`config.mk`:
```
export PLATFORM = sky130hd
export DESIGN_NAME = modport_table
export DESIGN_NICKNAME = d
export VERILOG_FILES = /design/src/rtl/modport_table.sv
export SDC_FILE = /design/constraint.sdc
export NUM_CORES = 1
export LEC_CHECK = 0
export BUFFER_PORTS_ARGS = -buffer_cell sky130_fd_sc_hd__buf_4
export CORE_MARGIN = 3
export CORE_UTILIZATION = 35
export CTS_CLUSTER_DIAMETER = 150
export DETAILED_ROUTE_END_ITERATION = 10
export PLACE_DENSITY = 0.5
export SYNTH_ARGS = -nofsm -noshare
export SYNTH_HDL_FRONTEND = slang
export SYNTH_SLANG_ARGS = --single-unit
```
`constraint.sdc`:
```
create_clock -name clk -period 24 [get_ports clk]
set_clock_uncertainty 0.2 [all_clocks]
set_input_delay 4.8 -clock clk [delete_from_list [all_inputs] [get_ports clk]]
set_output_delay 4.8 -clock clk [all_outputs]
set_load 0.005 [all_outputs]
```
`src/rtl/modport_table.sv`:
```
// Flop-based lookup table with INPUT_RATE write lanes and OUTPUT_RATE registered read lanes.
// Reads return pre-edge contents; on a same-index write collision the highest lane wins.
module modport_table #(
    parameter int TABLE_SIZE  = 32,
    parameter int DATA_WIDTH  = 8,
    parameter int INPUT_RATE  = 2,
    parameter int OUTPUT_RATE = 2,
    localparam int IW = (TABLE_SIZE > 1) ? $clog2(TABLE_SIZE) : 1
) (
    input  logic                              clk,
    input  logic                              rst,
    input  logic [INPUT_RATE-1:0]             wr_en,
    input  logic [INPUT_RATE*IW-1:0]          index_wr,
    input  logic [INPUT_RATE*DATA_WIDTH-1:0]  data_wr,
    input  logic                              rd_en,
    input  logic [OUTPUT_RATE*IW-1:0]         index_rd,
    output logic [OUTPUT_RATE*DATA_WIDTH-1:0] data_rd
);

    localparam bit POW2 = (TABLE_SIZE == (1 << IW));

    logic [DATA_WIDTH-1:0]             table_q [TABLE_SIZE];
    logic [DATA_WIDTH-1:0]             table_d [TABLE_SIZE];
    logic [OUTPUT_RATE*DATA_WIDTH-1:0] rd_q;
    logic [OUTPUT_RATE*DATA_WIDTH-1:0] rd_d;
    logic [INPUT_RATE-1:0]             wr_ok;
    logic [OUTPUT_RATE-1:0]            rd_ok;

    // Every index is legal when the table fills the whole index space.
    generate
        if (POW2) begin : g_full
            assign wr_ok = '1;
            assign rd_ok = '1;
        end else begin : g_partial
            for (genvar i = 0; i < INPUT_RATE; i++) begin : g_wr
                assign wr_ok[i] = {1'b0, index_wr[i*IW +: IW]} < (IW+1)'(TABLE_SIZE);
            end
            for (genvar j = 0; j < OUTPUT_RATE; j++) begin : g_rd
                assign rd_ok[j] = {1'b0, index_rd[j*IW +: IW]} < (IW+1)'(TABLE_SIZE);
            end
        end
    endgenerate

    always_comb begin
        // NOTE: start from the held value so no path leaves table_d unassigned (no latch).
        table_d = table_q;
        // Ascending lane order lets the highest enabled lane win a collision.
        for (int i = 0; i < INPUT_RATE; i++) begin
            if (wr_en[i] && wr_ok[i]) begin
                table_d[index_wr[i*IW +: IW]] = data_wr[i*DATA_WIDTH +: DATA_WIDTH];
            end
        end
    end

    always_comb begin
        rd_d = rd_q;
        if (rd_en) begin
            for (int j = 0; j < OUTPUT_RATE; j++) begin
                rd_d[j*DATA_WIDTH +: DATA_WIDTH] =
                    rd_ok[j] ? table_q[index_rd[j*IW +: IW]] : '0;
            end
        end
    end

    always_ff @(posedge clk or posedge rst) begin
        if (rst) begin
            // NOTE: the table is plain flops, not a RAM macro, so clearing it on reset is legal.
            for (int k = 0; k < TABLE_SIZE; k++) begin
                table_q[k] <= '0;
            end
            rd_q <= '0;
        end else begin
            table_q <= table_d;
            rd_q    <= rd_d;
        end
    end

    assign data_rd = rd_q;

endmodule

```
Word level (Yosys, flattened, before mapping)
Cells that the tools add are included.
- muxes and demuxes: 14
- reduce and logical (&&, ||, !) cells: 2
- $lt $le $gt $ge: 6
- bitwise logic cells: 4
- operator list (cell ; count):
    256-bit bitwise mux ; 2
    256-bit 2-to-1 mux ; 2
    8-bit binary-select mux with 5-bit select ; 2
    8-bit demux with 5-bit select ; 2
    8-bit 2-to-1 mux ; 6
    6-bit >= comparator (second input constant) ; 4
    5-bit NOT with 6-bit output ; 4
    6-bit by 1-bit less-than comparator with 1-bit output (second input constant) ; 2
    1-bit logical AND ; 2
- register bits: 272
- output and inout bits: 16
- word-level logic and storage cells: 59
- input port bits: 41

Longest topological paths before layout
Gate-level depths: netlist of run 1.
- depth after elaboration: 9
- depth in mapped cells: 7

Worst setup path before layout of run 1
No wires, ideal clock.
- kind: input port to flip-flop
- start point: in index_wr[4]
- end point: reg table_q[224] (netlist name)
- path slack: 17.691 ns
- stages: 5
- data arrival time: 5.975 ns
- cell sequence: buf_4 -> nor3_1 -> nand2_2 -> mux2i_1 -> o21ai_0
- RTL lines (what ; line ; text):
    from (decl) ; 13 ; input logic [INPUT_RATE*IW-1:0] index_wr,
    to (signal assigned) ; 73 ; table_q <= table_d;
    to (decl) ; 22 ; logic [DATA_WIDTH-1:0] table_q [TABLE_SIZE];

Worst setup path in the final report of run 1
- start point: in index_rd[5]
- end point: reg rd_q[13] (netlist: data_rd[13])
- cells in the longest elaborated chain, start to end: 4
- ends and longest elaborated chain (what ; line ; text):
    from (decl) ; 16 ; input logic [OUTPUT_RATE*IW-1:0] index_rd,
    5-bit NOT with 6-bit output (implied by the code) ; 60 ; rd_ok[j] ? table_q[index_rd[j*IW +: IW]] : '0;
    8-bit binary-select mux with 5-bit select ; 60 ;
    8-bit 2-to-1 mux (implied by the code) (2 in a row) ; 60 ;
    to (signal assigned) ; 74 ; rd_q <= rd_d;
    to (decl) ; 24 ; logic [OUTPUT_RATE*DATA_WIDTH-1:0] rd_q;
No other way between the ends. The select of a mux whose other input is x is not followed.
A chain may end at the register's enable or synchronous reset.

==> results of run 1 <==
[power groups by stage]
| stage | clock network [mW] | logic [mW] | registers [mW] |
|---|---|---|---|
| floorplan | 0 | 0.272 | 0.656 |
| global placement | 0 | 0.353 | 0.700 |
| detailed placement | 0 | 0.365 | 0.702 |
| CTS | 0.569 | 0.364 | 0.696 |
| global route | 0.587 | 0.406 | 0.714 |
| finish | 0.559 | 0.366 | 0.699 |
[synth_stat cells, drive strengths merged]
library cell | count | area (sq um)
nor3 | 1 | 5.00
nand2 | 166 | 633
a21oi | 192 | 961
mux2i | 512 | 5120
or3 | 1 | 6.26
clkbuf | 85 | 319
nor3b | 5 | 57.6
dfrtp | 272 | 6810
o21ai | 128 | 641
mux2 | 16 | 180
buf | 68 | 412
nand3b | 5 | 75.1
inv | 1 | 3.75
nand3 | 3 | 20.0
nor4 | 16 | 100
a22oi | 128 | 961
and3b | 4 | 35.0
or3b | 4 | 35.0
nor2 | 166 | 738
and3 | 3 | 18.8
and2 | 2 | 12.5
or2 | 4 | 25.0
nor2b | 4 | 25.0
nand2b | 4 | 25.0
[logic make-up after synthesis]
group,share of synthesized area
compound gates,0.149
buf+inv,0.0427
mux,0.308
simple gates,0.105
flops,0.395
[through the flow]
stage          cells  power (mW)   util  area [sq um]  hold slack (ns)
2_1_floorplan   1790       0.928      -         17200            0.305
3_3_place_gp    2362        1.05  0.371         17900            0.360
3_5_place_dp    2362        1.07  0.371         17900            0.358
4_1_cts         2422        1.63  0.396         19100            0.372
5_1_grt         2422        1.71  0.396         19100            0.383
6_report        2422        1.62  0.396         19100            0.366
[worst min path at each step]
stage                            start            to  slack [ns]  cells after the start
after CTS                   data_rd[7]    data_rd[7]        0.37                      1
after global placement    table_q[111]  table_q[111]        0.36                      2
after global routing        data_rd[7]    data_rd[7]        0.38                      1
after floorplan            data_rd[10]   data_rd[10]        0.31                      1
final                       data_rd[7]    data_rd[7]        0.37                      1
after detailed placement    data_rd[7]    data_rd[7]        0.36                      1
[final cells by class]
cell class	instances	area [sq um]	share of cell area
clock inverter	9	128	0.00670
sequential	272	6810	0.357
multi-input combinational	1364	9690	0.509
timing repair buffer	69	526	0.0276
tap	656	821	0.0431
inverter	1	11.3	0.000591
clock buffer	51	1070	0.0561
[worst max-delay path, delay by kind of cell]
family,cells,cell delay (ns)
AND/OR/NAND/NOR,1,0.08
multiplexers,2,0.55
buffers and inverters,2,1.59
AO/OA/AOI/OAI,2,0.59
[per-layer routing]
metal / GRT usage / wire length [microns] / up-vias
met5: 0 / 13 / -
met4: 0.0719 / 1880 / 2
met3: 0.0694 / 5250 / 98
met2: 0.367 / 28200 / 517
met1: 0.339 / 29100 / 6873
li1: - / - / 6376
[flip-flops by register name, indices dropped and copies added (netlist names)]
signal,flops
data_rd,16
table_q,256
==> run metrics, run 1 <==
number of synthesis warnings 0; longest individual stage delay on the worst path 0.89 ns; Avg Inst Size Synth 9.62 sq um; number of antenna diodes 0; Critical Path Start Type primary input; clk sinks 272; first-pass GRT wire length 95200 microns; total count of max-transition violations in the final report 0; start point of the critical path index_rd[5]; worst setup path class primary input to flip-flop; Post-layout nets approximately 1800; summed instance area of the synthesized netlist 0.0172 sq mm; remaining global-route overflow 0; status completed; number of clock buffers inserted by TritonCTS 36; Setup-failing EPs final 0; layout overhead on the synthesized area 10.7%; maximum resistive drop on vdd 0.0000489 V; largest net degree at the start of global routing 101; Post-Place Worst Slack ~16 ns; highest-delay cell along the critical path buf_4; reported max-cap violation count 0; mean number of vias per cell 5.73; Initial Util 0.358; r2r setup slk between 20 and 25 ns; vias in the first global route 13426; total via count after detailed routing 13866; Required @ worst endpoint 24.25 ns; Post-DP HPWL between 40000 and 50000 microns; CP Data Arrival Time a little under 8 ns; setup repair after global routing missed its margin no; largest buffer count on any clock path 3; post-route worst setup slack 16.49 ns; portion of the clock cycle consumed by the worst path in the final layout 0.313; count of routing violations after the opening detailed-route iteration 1307; IO buf count 56; final sum of negative setup slack 0 ns; final antenna-violating net count 0; antenna violations before repair 1; clock period minus worst slack 7.51 ns; Post-CTS Hold Buffers 0; sequential element share of the synthesized area 0.395; die height 228 microns; Reg power frac 0.430; Post-CTS Setup Inserts 0; number of synthesized register bits 272; syn nets 1831; maximum clock frequency around 130 MHz; CP endpoint data_rd[13]; Total Wirelength 64400 microns; internal power summed over all cells about 1.1 mW; Cell Chain, Critical Path buf_6 > buf_4 > mux2i_1 > a22oi_1 > a21oi_1 > nor4_1 > mux2_2; detailed-route DRC error count 0; TritonCTS clock tree done; highest-count cells in the layout ignoring fill and taps 512 x mux2i_1, 272 x dfrtp_1, 192 x a21oi_1; switching power total around 530 uW; clock root cell clkbuf_16; fraction of layout instances using a drive strength above 1 0.102; WL per Instance 26.6 microns; die area 0.0519 sq mm; unique cell type count in the Yosys netlist 36; Critical Path Sink Type flip-flop; sw frac 0.328; class of the worst hold path flip-flop to flip-flop; final weighted congestion of routability-driven global placement roughly 0.91; number of search-and-repair iterations in the first detailed-routing pass 5; global-route usage over all layers 0.243; CTS resizes 0; Core ar. 0.0481 sq mm; Rel. slew slack 0.181; worst reg2reg path depth 5; clock network latency to the later pin of the worst-skew pair 0.56 ns; top-level port count 57; clock transition time at the flip-flop clock pins of the worst setup and hold paths 0.06 ns; die width roughly 230 microns; floorplan row count 80; final hold violations 0; end of the worst register-to-register path data_rd[10]; most common library cell in the layout ignoring fill and taps mux2i_1; layout filler cell count 4743; startpoint of the lowest-slack register-to-register path table_q[210]; fraction of power consumed by the clock network 0.344; Comb pwr share 0.226; maximum level of the CTS H-tree 2; Power Density 85.2 mW/mm^2; leakage component of the power between 8 and 9 nW; Worst Tran Pin Value ~1.2 ns; gate count of the mapped netlist 1790; maximum fanout along the worst path 76
Power figures use the tool's default switching activity.
==> inputs of run 2 (changes only) <==
Clock period 24 ns to 7.3 ns, I/O delays scaled along.
==> run 2 against run 1 <==
Net effect: die area did not move; wire length rose by 0.77%; combinational power grew to 3.3 times the previous value; via count grew 0.93%; cell count is 0.37% higher; hold slack improved by 0.021 ns; critical path depth unchanged; flip-flop and latch count did not move; critical path type unchanged.
==> run metrics, run 2 (same netlist as run 1, synthesis figures left out) <==
status completed; leakage component of the power 8.70 nW (+0.18%); CTS resizes 0 (unchanged); Rel. slew slack 0.134 (-0.0467); maximum clock frequency between 200 and 300 MHz; Power Density 278 mW/mm^2 (+230%); reported max-cap violation count 0 (unchanged); Post-DP HPWL 42200 microns (+1.3%); met2 wire length 28400 microns (+0.80%); worst setup path class primary input to flip-flop; die height 228 microns (unchanged); highest metal layer used by the detailed router met5; share of the core filled with cells in the final layout 0.397 (+0.000910); r2r setup slk 5.24 ns (-16.78 ns); Initial Util 0.358 (unchanged); final antenna-violating net count 0 (unchanged); class of the worst hold path flip-flop to flip-flop; mean number of vias per cell 5.76 (+0.56%); setup repair after global routing missed its margin no; sum of met3 wire segment lengths after detailed routing 4640 microns (-12%); Critical Path Sink Type flip-flop; Post-CTS Setup Inserts 0 (unchanged); IO buf count 56 (unchanged); count of routing violations after the opening detailed-route iteration 1538 (+18%); total via count after detailed routing 13995 (+0.93%); top-level port count 57 (unchanged); maximum resistive drop on vdd 0.000136 V (+180%); die width 228 microns (unchanged); number of clock buffers inserted by TritonCTS 37 (+2.8%); layout overhead on the synthesized area 10.9%; highest-count cells in the layout ignoring fill and taps 512 x mux2i_1, 272 x dfrtp_1, 192 x a21oi_1; flip-flop count of the largest register, all copies and words added 256 (unchanged); clock network latency to the later pin of the worst-skew pair 0.56 ns (about the same); Required @ worst endpoint 7.54 ns (-16.71 ns); Worst Tran Pin Value 1.29 ns (+0.0698 ns); largest buffer count on any clock path 3 (unchanged); Post-CTS Hold Buffers 0 (unchanged); most common library cell in the layout ignoring fill and taps mux2i_1; length of routed wiring on met1 29800 microns (+2.2%); TritonCTS clock tree done; maximum fanout along the worst path 64 (-16%); clock root cell clkbuf_16; antenna violations before repair 3 (+2); final hold violations 0 (unchanged); clock transition time at the flip-flop clock pins of the worst setup and hold paths 0.06 ns (about the same); first-pass GRT wire length 96100 microns (+0.93%); number of search-and-repair iterations in the first detailed-routing pass 5 (unchanged); Critical Path Start Type primary input; Total Wirelength 64900 microns (+0.77%); maximum level of the CTS H-tree 2 (unchanged); total count of max-transition violations in the final report 0 (unchanged); WL per Instance 26.7 microns (+0.40%); floorplan row count 80 (unchanged); area taken by multi-input logic gates 0.00969 sq mm (unchanged); fraction of layout instances using a drive strength above 1 0.105 (+0.00292); detailed-route DRC error count 0 (unchanged); largest net degree at the start of global routing 163 (+61%); Core ar. 0.0481 sq mm (unchanged); final sum of negative setup slack 0 ns (unchanged); CP Data Arrival Time 4.13 ns (-3.63 ns); register area 0.00681 sq mm (unchanged); portion of the clock cycle consumed by the worst path in the final layout 0.533; vias in the first global route 13532 (+0.79%); global-route usage over all layers 0.244 (+0.00125); final weighted congestion of routability-driven global placement 0.901 (-1.4%); die area 0.0519 sq mm (unchanged); layout filler cell count 4775 (+0.67%); Setup-failing EPs final 0 (unchanged); remaining global-route overflow 0 (unchanged); Post-layout nets 1790 (+0.28%); clock period minus worst slack 3.89 ns; register with the most flip-flops table_q; clk sinks 272 (unchanged)
## run 2: cell types whose count changed in the layout (fill, tap and decap cells not counted), sizes merged
cell / previous run / this run
inv: 3 / 1
bufinv: 3 / 0
clkinvlp: 0 / 2
clkbuf: 51 / 56
clkinv: 4 / 6
diode: 0 / 1
buf: 69 / 73
## run 2: worst paths after layout
kind | start | to | cells past startpoint
max | index_rd[0] | data_rd[6] | 7
min | table_q[126] | table_q[126] | 2
max in group asynchronous | rst | table_q[37] | 3
max reg2reg | table_q[96] | data_rd[0] | 5
min in group asynchronous | rst | table_q[108] | 2
min reg2reg | table_q[126] | table_q[126] | 2
## run 2: metrics by stage
stage	instances	instance area, sq um	total power [mW]	setup WS, ns	hold WS (ns)
floorplan	1790	17200	3.05	2.04	0.305
global placement	2366	17900	3.48	2.94	0.360
detailed placement	2366	17900	3.52	2.92	0.367
CTS	2430	19100	5.32	3.52	0.381
global route	2430	19100	5.57	3.31	0.401
finish	2431	19100	5.30	3.41	0.387
## run 2: cell type report
class	instances	share of cell area
diodes	1	0.000131
clock buffers	56	0.0585
clock inverters	8	0.00360
inverters	1	0.000393
repair buffers	73	0.0304
flip-flops and latches	272	0.356
multi-input cells	1364	0.508
well taps	656	0.0430
## run 2: critical path, stage by stage
cell and delay, ns:
buf_6 0.58, buf_4 0.67, mux2i_1 0.29, a22oi_1 0.11, a21oi_1 0.51, nor4_1 0.09, mux2_2 0.28
## run 2: per-layer routing
metal | GRT usage | up-vias
met5 | 0 | -
met4 | 0.0860 | 4
met3 | 0.0442 | 99
met2 | 0.372 | 577
met1 | 0.348 | 6920
li1 | - | 6395
## run 2: power breakdown
| part | leakage (nW) | internal, mW | switching (mW) |
|---|---|---|---|
| registers | 3.30 | 1.91 | 0.396 |
| logic | 4.81 | 0.558 | 0.660 |
| clock network | 0.585 | 1.06 | 0.723 |
